===== config.mk =====
export PLATFORM = sky130hd
export DESIGN_NAME = axi_read_burst_ctrl
export DESIGN_NICKNAME = d
export VERILOG_FILES = /design/src/rtl/axi_read_burst_ctrl_pkg.sv /design/src/rtl/axi_read_burst_splitter.sv /design/src/rtl/axi_read_burst_ctrl.sv
export SDC_FILE = /design/constraint.sdc
export NUM_CORES = 1
export LEC_CHECK = 0
export CAP_MARGIN = 40
export CORE_AREA = 3 3 463 465
export DETAILED_ROUTE_END_ITERATION = 10
export DIE_AREA = 0 0 466 468
export HOLD_SLACK_MARGIN = 0.1
export PLACE_DENSITY = 0.33
export SETUP_SLACK_MARGIN = 0.15
export SYNTH_ARGS = -nofsm -noshare
export SYNTH_HDL_FRONTEND = slang
export SYNTH_SLANG_ARGS = --single-unit

===== constraint.sdc =====
create_clock -name clk -period 14.1 [get_ports clk]
set_clock_uncertainty 0.2 [all_clocks]
set_input_delay 2.82 -clock clk [delete_from_list [all_inputs] [get_ports clk]]
set_output_delay 2.82 -clock clk [all_outputs]
set_load 0.02 [all_outputs]

===== src/rtl/axi_read_burst_ctrl_pkg.sv =====
// axi_read_burst_ctrl_pkg: shared state encoding, default geometry and helpers for the AXI read burst controller
package axi_read_burst_ctrl_pkg;
  typedef enum logic [1:0] {
    IDLE  = 2'd0,
    ISSUE = 2'd1,
    DRAIN = 2'd2,
    DONE  = 2'd3
  } state_e;
  localparam int LP_DATA_WIDTH      = 512;
  localparam int LP_BURST_LEN       = 64;
  localparam int LP_MAX_OUTSTANDING = 16;
  localparam int LP_BPB             = LP_DATA_WIDTH / 8;
  localparam int LP_LOG_BPB         = $clog2(LP_BPB);
  localparam int LP_BURST_BYTES     = LP_BURST_LEN * LP_BPB;
  localparam int LP_OUTSTANDING_W   = $clog2(LP_MAX_OUTSTANDING + 1);
  function automatic logic [63:0] ceil_div(input logic [63:0] n, input logic [63:0] d);
    return (n + d - 64'd1) / d;
  endfunction
endpackage


===== src/rtl/axi_read_burst_splitter.sv =====
// axi_read_burst_splitter: holds the burst address, remaining-burst count and last-burst length
module axi_read_burst_splitter
  import axi_read_burst_ctrl_pkg::*;
#(
  parameter int C_ADDR_WIDTH      = 64,
  parameter int C_XFER_SIZE_WIDTH = 32,
  parameter int C_BURST_LEN       = 64,
  parameter int C_BURST_BYTES     = 4096,
  parameter int C_LOG_BPB         = 6
) (
  input  logic                         clk,
  input  logic                         rst,
  input  logic                         i_load,
  input  logic                         i_advance,
  input  logic [C_ADDR_WIDTH-1:0]      i_addr,
  input  logic [C_XFER_SIZE_WIDTH-1:0] i_total_beats,
  output logic [C_ADDR_WIDTH-1:0]      o_araddr,
  output logic [7:0]                   o_arlen,
  output logic                         o_last_burst
);
  localparam logic [C_ADDR_WIDTH-1:0] ADDR_MASK = ~C_ADDR_WIDTH'((1 << C_LOG_BPB) - 1);
  logic [C_ADDR_WIDTH-1:0]      r_addr;
  logic [C_XFER_SIZE_WIDTH-1:0] r_bursts_rem;
  logic [C_XFER_SIZE_WIDTH-1:0] w_bursts;
  logic [8:0]                   r_last_len;
  logic [8:0]                   w_last_len;
  always_comb begin
    w_bursts     = C_XFER_SIZE_WIDTH'(ceil_div(64'(i_total_beats), 64'(C_BURST_LEN)));
    w_last_len   = 9'(i_total_beats - (w_bursts - C_XFER_SIZE_WIDTH'(1)) * C_XFER_SIZE_WIDTH'(C_BURST_LEN));
    o_last_burst = r_bursts_rem == C_XFER_SIZE_WIDTH'(1);
    o_araddr     = r_addr;
    // arlen reads 0 whenever no burst is pending, including straight out of reset
    o_arlen      = r_bursts_rem == '0 ? 8'd0 : o_last_burst ? 8'(r_last_len - 9'd1) : 8'(C_BURST_LEN - 1);
  end
  always_ff @(posedge clk or posedge rst)
    if (rst) begin
      r_addr       <= '0;
      r_bursts_rem <= '0;
      r_last_len   <= '0;
    end else if (i_load) begin
      r_addr       <= i_addr & ADDR_MASK;
      r_bursts_rem <= w_bursts;
      r_last_len   <= w_last_len;
    end else if (i_advance) begin
      r_addr       <= r_addr + C_ADDR_WIDTH'(C_BURST_BYTES);
      r_bursts_rem <= r_bursts_rem - C_XFER_SIZE_WIDTH'(1);
    end
endmodule


===== src/rtl/axi_read_burst_ctrl.sv =====
// axi_read_burst_ctrl: splits a kernel read request into AXI4 bursts, bounds outstanding bursts and forwards R beats to AXI4-Stream
module axi_read_burst_ctrl
  import axi_read_burst_ctrl_pkg::*;
#(
  parameter int C_ADDR_WIDTH      = 64,
  parameter int C_DATA_WIDTH      = 512,
  parameter int C_XFER_SIZE_WIDTH = 32,
  parameter int C_BURST_LEN       = 64,
  parameter int C_MAX_OUTSTANDING = 16
) (
  input  logic                         clk,
  input  logic                         rst,
  input  logic                         ctrl_start,
  output logic                         ctrl_done,
  input  logic [C_ADDR_WIDTH-1:0]      ctrl_addr_offset,
  input  logic [C_XFER_SIZE_WIDTH-1:0] ctrl_xfer_size_in_bytes,
  output logic                         m_axi_arvalid,
  input  logic                         m_axi_arready,
  output logic [C_ADDR_WIDTH-1:0]      m_axi_araddr,
  output logic [7:0]                   m_axi_arlen,
  input  logic                         m_axi_rvalid,
  output logic                         m_axi_rready,
  input  logic [C_DATA_WIDTH-1:0]      m_axi_rdata,
  input  logic                         m_axi_rlast,
  output logic                         m_axis_tvalid,
  input  logic                         m_axis_tready,
  output logic [C_DATA_WIDTH-1:0]      m_axis_tdata,
  output logic                         m_axis_tlast
);
  localparam int BPB         = C_DATA_WIDTH / 8;
  localparam int LOG_BPB     = $clog2(BPB);
  localparam int BURST_BYTES = C_BURST_LEN * BPB;
  localparam int OUT_W       = $clog2(C_MAX_OUTSTANDING + 1);
  state_e                       r_state;
  state_e                       w_next;
  logic [C_XFER_SIZE_WIDTH-1:0] r_beats_rem;
  logic [C_XFER_SIZE_WIDTH-1:0] w_total_beats;
  logic [OUT_W-1:0]             r_outstanding;
  logic                         w_active;
  logic                         w_start;
  logic                         w_ar_hs;
  logic                         w_beat;
  logic                         w_rlast_acc;
  logic                         w_last_burst;
  always_comb begin
    w_total_beats = C_XFER_SIZE_WIDTH'(ceil_div(64'(ctrl_xfer_size_in_bytes), 64'(BPB)));
    w_start       = r_state == IDLE && ctrl_start;
    // a zero-length request passes through DRAIN with nothing to accept, so keep rready low there
    w_active      = (r_state == ISSUE || r_state == DRAIN) && r_beats_rem != '0;
    m_axi_arvalid = r_state == ISSUE && r_outstanding < OUT_W'(C_MAX_OUTSTANDING);
    w_ar_hs       = m_axi_arvalid && m_axi_arready;
    m_axi_rready  = w_active && m_axis_tready;
    m_axis_tvalid = w_active && m_axi_rvalid;
    m_axis_tdata  = m_axi_rdata;
    m_axis_tlast  = r_beats_rem == C_XFER_SIZE_WIDTH'(1);
    w_beat        = m_axis_tvalid && m_axis_tready;
    w_rlast_acc   = w_beat && m_axi_rlast && r_outstanding != '0;
    ctrl_done     = r_state == DONE;
  end
  always_comb begin
    w_next = r_state;
    case (r_state)
      IDLE:    w_next = !ctrl_start ? IDLE : w_total_beats == '0 ? DRAIN : ISSUE;
      ISSUE:   w_next = w_ar_hs && w_last_burst ? DRAIN : ISSUE;
      DRAIN:   w_next = r_beats_rem == '0 || (w_beat && r_beats_rem == C_XFER_SIZE_WIDTH'(1)) ? DONE : DRAIN;
      default: w_next = IDLE;
    endcase
  end
  always_ff @(posedge clk or posedge rst)
    if (rst) begin
      r_state       <= IDLE;
      r_beats_rem   <= '0;
      r_outstanding <= '0;
    end else begin
      r_state       <= w_next;
      r_beats_rem   <= w_start ? w_total_beats : r_beats_rem - C_XFER_SIZE_WIDTH'(w_beat);
      r_outstanding <= r_outstanding + OUT_W'(w_ar_hs) - OUT_W'(w_rlast_acc);
    end
  axi_read_burst_splitter #(
    .C_ADDR_WIDTH     (C_ADDR_WIDTH),
    .C_XFER_SIZE_WIDTH(C_XFER_SIZE_WIDTH),
    .C_BURST_LEN      (C_BURST_LEN),
    .C_BURST_BYTES    (BURST_BYTES),
    .C_LOG_BPB        (LOG_BPB)
  ) u_splitter (
    .clk          (clk),
    .rst          (rst),
    .i_load       (w_start),
    .i_advance    (w_ar_hs),
    .i_addr       (ctrl_addr_offset),
    .i_total_beats(w_total_beats),
    .o_araddr     (m_axi_araddr),
    .o_arlen      (m_axi_arlen),
    .o_last_burst (w_last_burst)
  );
endmodule


==> results of run 1 <==
## worst register-to-register path, cell delays in order (launching register included)
cell and delay [ps]:
dfrtp_1 420, nor4_1 410, nand2_1 220, nor3_1 270, nand2_1 120, nor4_1 370
buf_2 230, a21bo_2 230, nor2_1 70, ha_1 280, ha_1 340, nand3_1 270
nor4b_1 110, xor2_1 150, nand2_1 70, o21ai_0 100
## placed cells by master, fill, tap and decap left out, types with 4 or more instances in the layout
cell type	instances
clkdlybuf4s50_1	167
nand2_1	166
dfrtp_1	137
xor2_1	88
o21ai_0	87
nor2_1	81
xnor2_1	71
nand3_1	45
a21oi_1	36
nor4_1	26
and3_1	20
nor3_1	20
inv_1	20
ha_1	18
clkbuf_16	17
nand4_1	13
and4_1	11
buf_4	10
inv_6	8
and2_1	6
nand2b_1	6
or3_1	6
conb_1	6
nor4_2	5
nor4_4	5
nor2b_1	4
a31oi_1	4
## final cells by class
class	instances	share of cell area, %
tap	2805	24.4
sequential	137	23.9
multi-input combinational	792	34.4
inverter	22	0.610
clock inverter	14	0.915
antenna	3	0.0523
clock buffer	18	3.06
timing repair buffer	182	12.7
## routing by layer
layer	GRT usage (%)	vias to the layer above	routed length, µm
met2	12.3	823	40000
met5	1.10	-	354
met3	9.59	332	24000
met4	5.84	10	7410
met1	4.91	3822	19000
li1	-	3735	-
## cell families (layout without fill, tap and decap cells)
group / after synthesis / count (layout) / share of synthesized area [%]
flip-flops: 137 / 137 / 27.4
AO/OA/AOI/OAI: 156 / 156 / 7.12
AND/OR/NAND/NOR: 449 / 449 / 18.8
buffers and inverters: 584 / 236 / 33.2
adder cells (fa/ha/maj): 19 / 19 / 1.96
multiplexers: 3 / 3 / 0.250
XOR/XNOR: 159 / 159 / 11.1
other: 1 / 9 / 0.0300
## sequential cells by signal, indices dropped and copies added, names as in the netlist
signal                   cells
r_state                      2
r_outstanding                5
r_beats_rem                 32
u_splitter.o_araddr         58
u_splitter.r_bursts_rem     32
u_splitter.r_last_len        8
## stage by stage
step                      power, W  utilization (%)
after global routing       0.00191             6.84
final                      0.00178             6.84
after floorplan            0.00123                -
after detailed placement   0.00133             6.57
after global placement     0.00133             6.53
after CTS                  0.00184             6.84
## worst paths after layout
kind                                                     from                                      end  cells after the start
max                                             m_axis_tready                             m_axi_rready                      4
min                        u_splitter.o_araddr[7]$_DFFE_PP0P_       u_splitter.o_araddr[7]$_DFFE_PP0P_                      2
max reg2reg                         r_beats_rem[14]$_DFF_PP0_                r_beats_rem[16]$_DFF_PP0_                     15
min reg2reg                u_splitter.o_araddr[7]$_DFFE_PP0P_       u_splitter.o_araddr[7]$_DFFE_PP0P_                      2
max in group asynchronous                                 rst  u_splitter.r_bursts_rem[29]$_DFFE_PP0N_                      4
min in group asynchronous                                 rst      u_splitter.o_araddr[27]$_DFFE_PP0N_                      2
## power breakdown
part,switching [W],internal (W)
Clock,0.000237,0.000238
Sequential,0.000167,0.000524
Combinational,0.000329,0.000288
==> results.sh, run 1 <==
export IMPL_critical_path_top_delay_family="buffers and inverters"
export IMPL_yosys_top_cells_area="buf_4 (31%), dfrtp_1 (27%), xor2_1 (6.2%)"
export IMPL_synth_edf_count=0
export IMPL_tightestPinTransition_ps=878
export IMPL_irDropWorstVdd_uv=92.8
export IMPL_cts_tree="done"
export IMPL_finalCritPeriodShare_pct=52.1
export IMPL_slowest_stage="clkdlybuf4s50_1"
export IMPL_hold_slack_ps=285
export IMPL_cp_num_buf_inv=3
export IMPL_r2r_slack_ps=10080
export IMPL_crit_path_cell_trace="clkdlybuf4s50_1, inv_1, nor2_1, clkdlybuf4s50_1"
export IMPL_fmax_mhz=136
export IMPL_synthFlopType="dfrtp_1"
export IMPL_core_mm2=0.210
export IMPL_dr_pass1_iters=4
export IMPL_ant_nets=0
export IMPL_grt_setup_unrepaired="false"
export IMPL_synth_top_area_share_pct=31.1
export IMPL_dp_cells=3938
export IMPL_grt_pass1_vias=8897
export IMPL_synth_warnings=0
export IMPL_cts_buffers=17
export IMPL_grt_max_degree=69
export IMPL_postPlaceCellArea_mm2=0.0138
export IMPL_maxCapViolCount=0
export IMPL_setup_tns_final_ps=0
export IMPL_syn_cell_area_mm2=0.0125
export IMPL_clk_pin_slew_ps=70
export IMPL_ys_ff_latch=137
export IMPL_cellLeakagePower_nw=4.53
export IMPL_clk_latency_ps=490
export IMPL_holdCritPathClass="reg -> reg"
export IMPL_pin_count=1204
export IMPL_async_reset_ff_share_pct=100
export IMPL_cts_root_buf="clkbuf_16"
export IMPL_power_density_mw_per_mm2=124
export IMPL_cpPeakStageDelay_ps=730
export IMPL_num_vias=8722
export IMPL_synth_top_area_cell="buf_4"
export IMPL_pre_cts_slack_ps=6730
export IMPL_vias_per_cell=2.20
export IMPL_ys_seq_area_share_pct=27.4
export IMPL_io_buffer_count=167
export IMPL_nNetsFinal=1786
export IMPL_period_minus_slack_ps=7350
export IMPL_hpwl_mm=79.4
export IMPL_final_seq_area_mm2=0.00343
export IMPL_critPathKind="in -> out"
export IMPL_drv_slew=0
export IMPL_syn_area_per_cell_um2=8.28
export IMPL_wire_per_inst_um=22.9
export IMPL_clock_sinks=137
export IMPL_grt_pass1_wl_mm=110
export IMPL_finalSetupViolCount=0
export IMPL_instances_no_fill=3973
export IMPL_cts_resized=0
export IMPL_fp_dieW_um=466
export IMPL_die_area_mm2=0.218
export IMPL_drt_total_wl_mm=90.8
export IMPL_fin_area_mm2=0.0144
export IMPL_status="complete, no violations"
export IMPL_hold_buffers=0
export IMPL_drt_iter0_drc=472
export IMPL_fill_cells=24600
export IMPL_synth_cell_types=73
export IMPL_end_kind="primary output"
export IMPL_yosysMostFrequentCell="buf_4"
export IMPL_cp_arrival_ps=4330
export IMPL_antenna_found_initial=11
export IMPL_multiInputGateArea_mm2=0.00494
export IMPL_gp_congestion=0.701
export IMPL_cp_max_fo=3
export IMPL_area_delta_synth_final_pct=15.0
export IMPL_hold_viol=0
export IMPL_drc=0
export IMPL_critPathMostFrequentCell="clkdlybuf4s50_1"
export IMPL_grt_total_usage_pct=7.97
export IMPL_critPathLaunchType="input pin"
export IMPL_cts_setup_buffers=0
export IMPL_synth_common_cells="buf_4 (518), nand2_1 (167), dfrtp_1 (137), xor2_1 (88), o21ai_0 (87)"
export IMPL_synth_cells=1508
export IMPL_drive_gt1_share_pct=7.47
export IMPL_rows=168
export IMPL_start_util_pct=5.95
export IMPL_cp_required_ps=11080
export IMPL_relSlewSlack_pct=41.0
export IMPL_grt_remaining_overflow=0
export IMPL_die_h_um=468
export IMPL_setup_ws_ps=6750
export IMPL_cts_htree_levels=4
export IMPL_max_clock_path_buffers=2
Power figures use the tool's default switching activity.
==> run 2: changes to the inputs <==
Settings changed: CORE_AREA 3 3 463 465 to 3 3 464 466, DIE_AREA 0 0 466 468 to 0 0 467 469.
Clock period 14.1 ns to 7.05 ns, I/O delays scaled along.
==> run 2 against run 1 <==
Clock-buffer cell count did not move. First-iteration DRC count fell by 11%. Via count barely moved. Critical path type is now reg -> out. Wire length fell by 3.4%. Combinational power rose by 98%. Critical path depth rose by 3. Sequential cell count did not move. Worst setup slack got worse by 5300 ps. Global-route usage fell by 0.32 points. Sequential power rose by 100%.
==> results.sh, run 2 (synthesis gave the netlist of run 1 again) <==
export IMPL_critPathCapture="m_axi_arlen[7]"
export IMPL_finalCritPeriodShare_pct=79.8
export IMPL_dp_cells=3950
export IMPL_pre_cts_slack_ps=1880
export IMPL_cp_max_fo=8
export IMPL_finalSetupViolCount=0
export IMPL_instances_no_fill=3984
export IMPL_wire_per_inst_um=22.0
export IMPL_hold_slack_ps=277
export IMPL_setup_tns_final_ps=0
export IMPL_critPathLaunchType="register"
export IMPL_die_h_um=469
export IMPL_relSlewSlack_pct=49.0
export IMPL_period_minus_slack_ps=5620
export IMPL_grt_pass1_vias=8876
export IMPL_area_delta_synth_final_pct=14.9
export IMPL_grt_setup_unrepaired="false"
export IMPL_antenna_found_initial=24
export IMPL_cts_buffers=17
export IMPL_fmax_mhz=178
export IMPL_r2r_slack_ps=3010
export IMPL_maxCapViolCount=0
export IMPL_clk_pin_slew_ps=80
export IMPL_drv_slew=0
export IMPL_reg2regPathDepth=16
export IMPL_clock_sinks=137
export IMPL_die_area_mm2=0.219
export IMPL_ant_nets=0
export IMPL_nNetsFinal=1782
export IMPL_setup_ws_ps=1430
export IMPL_rows=169
export IMPL_tightestPinTransition_ps=759
export IMPL_final_common_cell="clkdlybuf4s50_1"
export IMPL_irDropWorstVdd_uv=187
export IMPL_hpwl_mm=76.1
export IMPL_cts_setup_buffers=0
export IMPL_max_clock_path_buffers=2
export IMPL_hold_viol=0
export IMPL_grt_remaining_overflow=0
export IMPL_rr_endpoint="r_beats_rem[31]$_DFF_PP0_"
export IMPL_cellLeakagePower_nw=4.50
export IMPL_power_density_mw_per_mm2=248
export IMPL_num_vias=8714
export IMPL_pin_count=1204
export IMPL_grt_total_usage_pct=7.65
export IMPL_cts_htree_levels=4
export IMPL_start_util_pct=5.90
export IMPL_vias_per_cell=2.19
export IMPL_gp_congestion=0.697
export IMPL_drt_iter0_drc=422
export IMPL_status="complete, no violations"
export IMPL_hold_buffers=0
export IMPL_reg2reg_from="r_beats_rem[15]$_DFF_PP0_"
export IMPL_core_mm2=0.212
export IMPL_cts_resized=0
export IMPL_holdCritPathClass="reg -> reg"
export IMPL_drt_total_wl_mm=87.7
export IMPL_critPathLaunch="u_splitter.r_bursts_rem[8]$_DFFE_PP0N_"
export IMPL_drc=0
export IMPL_cts_root_buf="clkbuf_16"
export IMPL_end_kind="primary output"
export IMPL_clk_latency_ps=490
export IMPL_grt_pass1_wl_mm=107
export IMPL_drive_gt1_share_pct=7.06
export IMPL_cts_tree="done"
export IMPL_io_buffer_count=167
export IMPL_dr_pass1_iters=4
export IMPL_cp_arrival_ps=4010
export IMPL_layout_common_cells="clkdlybuf4s50_1 (167), nand2_1 (166), dfrtp_1 (137)"
export IMPL_largest_reg_flops=58
export IMPL_cp_required_ps=5440
export IMPL_fill_cells=24800
export IMPL_fp_dieW_um=467
export IMPL_grt_max_degree=84
export IMPL_critPathKind="reg -> out"
==> run 2: changes by cell type in the layout (fill, tap and decap cells not counted), moves of 2 or more <==
cell / previous run / this run
clkinv_4: 3 / 1
inv_8: 2 / 6
clkinvlp_4: 0 / 3
inv_6: 8 / 4
buf_2: 2 / 0
==> run 2: power breakdown <==
part | internal [W] | switching, W | leakage [nW]
Clock | 0.000502 | 0.000465 | 0.279
Combinational | 0.000572 | 0.000649 | 2.53
Sequential | 0.00105 | 0.000327 | 1.69
==> run 2: worst max-delay path, stage by stage, from the launching register on <==
cell             delay, ps
dfrtp_1                440
or4_4                  590
nor4_4                 360
nand4_1                310
nor2_1                 540
nand2_1                150
nor2_1                 340
clkdlybuf4s50_1        790
==> run 2: worst min-delay path by stage <==
stage,start,cells after the start,slack [ps],end
global route,u_splitter.o_araddr[11]$_DFFE_PP0P_,2,310,u_splitter.o_araddr[11]$_DFFE_PP0P_
CTS,u_splitter.o_araddr[8]$_DFFE_PP0P_,2,290,u_splitter.o_araddr[8]$_DFFE_PP0P_
floorplan,u_splitter.r_last_len[7]$_DFFE_PP0P_,2,270,u_splitter.r_last_len[7]$_DFFE_PP0P_
detailed placement,u_splitter.o_araddr[8]$_DFFE_PP0P_,2,270,u_splitter.o_araddr[8]$_DFFE_PP0P_
finish,u_splitter.o_araddr[8]$_DFFE_PP0P_,2,280,u_splitter.o_araddr[8]$_DFFE_PP0P_
global placement,u_splitter.o_araddr[8]$_DFFE_PP0P_,2,270,u_splitter.o_araddr[8]$_DFFE_PP0P_
==> run 2: layer usage <==
layer	share of wire (%)	up-vias	track usage, %
met3	26	385	9.07
met5	0.68	-	2.01
met1	22	3761	4.84
li1	-	3721	-
met2	44	835	11.7
met4	7.9	12	5.46
==> run 2: final cells by class <==
| type | count | area [µm²] | share of cell area (%) |
|---|---|---|---|
| clock buffers | 18 | 429 | 2.99 |
| multi-input cells | 792 | 4940 | 34.4 |
| inverters | 22 | 87.6 | 0.610 |
| repair buffers | 178 | 1770 | 12.3 |
| diodes | 2 | 5.00 | 0.0349 |
| clock inverters | 14 | 155 | 1.08 |
| flip-flops and latches | 137 | 3430 | 23.9 |
| well taps | 2821 | 3530 | 24.6 |
==> run 2: through the flow <==
stage	cell area, µm²	util [%]	power (W)
after floorplan	12500	-	0.00245
after global placement	13700	6.49	0.00264
after detailed placement	13800	6.50	0.00263
after CTS	14300	6.78	0.00366
after global routing	14300	6.78	0.00383
final	14300	6.78	0.00356
==> run 3: changes to the inputs <==
Clock period 7.05 ns to 5.2 ns, I/O delays scaled along.
==> run 3 against run 2 <==
Wire length increased by 0.30%. Power increased by 37%. First-iteration DRC count decreased by 9.2%. Largest power group unchanged. Worst setup slack got worse by 920 ps. Worst hold slack improved by 4.6 ps. Via count about the same. Cell area increased by 1.3%.
==> results.sh, run 3 (synthesis gave the netlist of run 1 again) <==
export IMPL_status="complete, no violations"
export IMPL_hold_viol=0
export IMPL_r2r_slack_ps=1280
export IMPL_holdCritPathClass="reg -> reg"
export IMPL_largest_reg_flops=58
export IMPL_final_seq_area_mm2=0.00343
export IMPL_cts_root_buf="clkbuf_16"
export IMPL_ant_nets=0
export IMPL_met1Wirelength_mm=19.3
export IMPL_layout_common_cells="clkdlybuf4s50_1 (167), nand2_1 (166), dfrtp_1 (137)"
export IMPL_power_frac_seq_pct=38.0
export IMPL_dr_wl_met2_mm=38.7
export IMPL_power_density_mw_per_mm2=337
export IMPL_crit_path_cell_trace="or4_4, nor4_4, nand4_1, nor2_1, buf_4, nand2_1, nor2_1, clkdlybuf4s50_1"
export IMPL_start_util_pct=5.90
export IMPL_core_mm2=0.212
export IMPL_clk_latency_ps=500
export IMPL_grt_setup_unrepaired="false"
export IMPL_io_buffer_count=167
export IMPL_fill_cells=24700
export IMPL_grt_max_degree=49
export IMPL_pwr_share_comb_pct=34.0
export IMPL_slowest_stage="clkdlybuf4s50_1"
export IMPL_power_internal_w=0.00295
export IMPL_fin_util_pct=6.87
export IMPL_switchingPower_w=0.00195
export IMPL_relSlewSlack_pct=49.0
export IMPL_num_vias=8711
export IMPL_drt_total_wl_mm=88.0
export IMPL_irDropWorstVdd_uv=263
export IMPL_cpPeakStageDelay_ps=780
export IMPL_wire_per_inst_um=22.0
export IMPL_fmax_mhz=213
export IMPL_drt_iter0_drc=383
export IMPL_vias_per_cell=2.18
export IMPL_fp_dieW_um=467
export IMPL_cts_tree="done"
export IMPL_cts_htree_levels=4
export IMPL_maxCapViolCount=0
export IMPL_cellLeakagePower_nw=4.60
export IMPL_clk_pin_slew_ps=80
export IMPL_gp_congestion=0.701
export IMPL_multiInputGateArea_mm2=0.00495
export IMPL_tightestPinTransition_ps=758
export IMPL_critPathLaunchType="register"
export IMPL_antenna_found_initial=26
export IMPL_p_clk_share_pct=27.9
export IMPL_cts_buffers=17
export IMPL_drv_slew=0
export IMPL_grt_total_usage_pct=7.69
export IMPL_max_clock_path_buffers=2
export IMPL_grt_pass1_wl_mm=107
export IMPL_end_kind="primary output"
export IMPL_cp_max_fo=8
export IMPL_area_delta_synth_final_pct=16.3
export IMPL_cp_required_ps=3960
export IMPL_drive_gt1_share_pct=8.26
export IMPL_top_layer_used="met5"
export IMPL_nNetsFinal=1795
export IMPL_clock_sinks=137
export IMPL_period_minus_slack_ps=4690
export IMPL_pin_count=1204
export IMPL_die_h_um=469
export IMPL_setup_tns_final_ps=0
export IMPL_switching_share_pct=39.8
export IMPL_dr_pass1_iters=7
export IMPL_cts_setup_buffers=0
export IMPL_wl_met3_mm=22.5
export IMPL_hpwl_mm=76.8
export IMPL_finalSetupViolCount=0
export IMPL_die_area_mm2=0.219
export IMPL_drc=0
export IMPL_critPathKind="reg -> out"
export IMPL_grt_pass1_vias=9045
export IMPL_cp_arrival_ps=3450
export IMPL_finalCritPeriodShare_pct=90.2
export IMPL_critPathMostFrequentCell="nor2_1"
export IMPL_rows=169
export IMPL_grt_remaining_overflow=0
export IMPL_final_common_cell="clkdlybuf4s50_1"
## run 3: changes by cell type in the layout (fill, tap and decap cells not counted), sizes merged
| cell | before | now |
|---|---|---|
| bufinv | 1 | 2 |
| inv | 31 | 32 |
| buf | 11 | 24 |
| clkinv | 1 | 0 |
| diode | 2 | 4 |
| clkinvlp | 3 | 2 |
## run 3: metal layers
metal / track usage, % / up-vias
li1: - / 3753
met1: 4.85 / 3757
met2: 11.8 / 808
met3: 9.10 / 375
met4: 5.28 / 18
met5: 2.58 / -
## run 3: cell type report
type / count / area share (%)
clock buffer: 18 / 3.02
clock inverter: 14 / 1.19
multi-input combinational: 792 / 34.1
timing repair buffer: 191 / 13.2
antenna: 4 / 0.0689
tap: 2821 / 24.3
inverter: 22 / 0.603
sequential: 137 / 23.6
## run 3: worst max-delay path, delay by kind of cell (launching register included)
| family | cells | cell delay (ps) |
|---|---|---|
| buffers and inverters | 2 | 950 |
| DFF | 1 | 430 |
| and+or+nand+nor | 6 | 1550 |
## run 3: what timing repair did
action / CTS / global route
resized for setup: 0 / 1
hold buffers: 0 / 0
setup endpoints to repair: 0 / 8
## run 3: worst paths after layout
kind / to / from / cells after the start
setup reg to reg: r_outstanding[4]$_DFF_PP0_ / r_beats_rem[20]$_DFF_PP0_ / 15
min in group asynchronous: u_splitter.o_araddr[52]$_DFFE_PP0N_ / rst / 2
max in group asynchronous: u_splitter.o_araddr[36]$_DFFE_PP0N_ / rst / 4
hold reg to reg: u_splitter.o_araddr[8]$_DFFE_PP0P_ / u_splitter.o_araddr[8]$_DFFE_PP0P_ / 2
setup / recovery: m_axi_arlen[7] / u_splitter.r_bursts_rem[8]$_DFFE_PP0N_ / 8
hold / removal: u_splitter.o_araddr[8]$_DFFE_PP0P_ / u_splitter.o_araddr[8]$_DFFE_PP0P_ / 2
## run 3: stage by stage
| step | instances | instance area (µm²) | power [W] | setup slack [ps] | hold slack [ps] |
|---|---|---|---|---|---|
| 6_report | 3999 | 14500 | 0.00490 | 507 | 281 |
| 5_1_grt | 3996 | 14500 | 0.00527 | 186 | 318 |
| 4_1_cts | 3995 | 14500 | 0.00503 | 252 | 286 |
| 3_5_place_dp | 3963 | 13900 | 0.00358 | 861 | 261 |
| 3_3_place_gp | 3960 | 13800 | 0.00358 | 844 | 273 |
| 2_1_floorplan | 1513 | 12500 | 0.00332 | 292 | 269 |
## run 3: power by group through the flow
stage	Combinational (W)	Sequential (W)	Clock, W
finish	0.00167	0.00186	0.00137
floorplan	0.00135	0.00197	0
global route	0.00185	0.00193	0.00148
global placement	0.00170	0.00188	0
CTS	0.00171	0.00187	0.00146
detailed placement	0.00170	0.00188	0
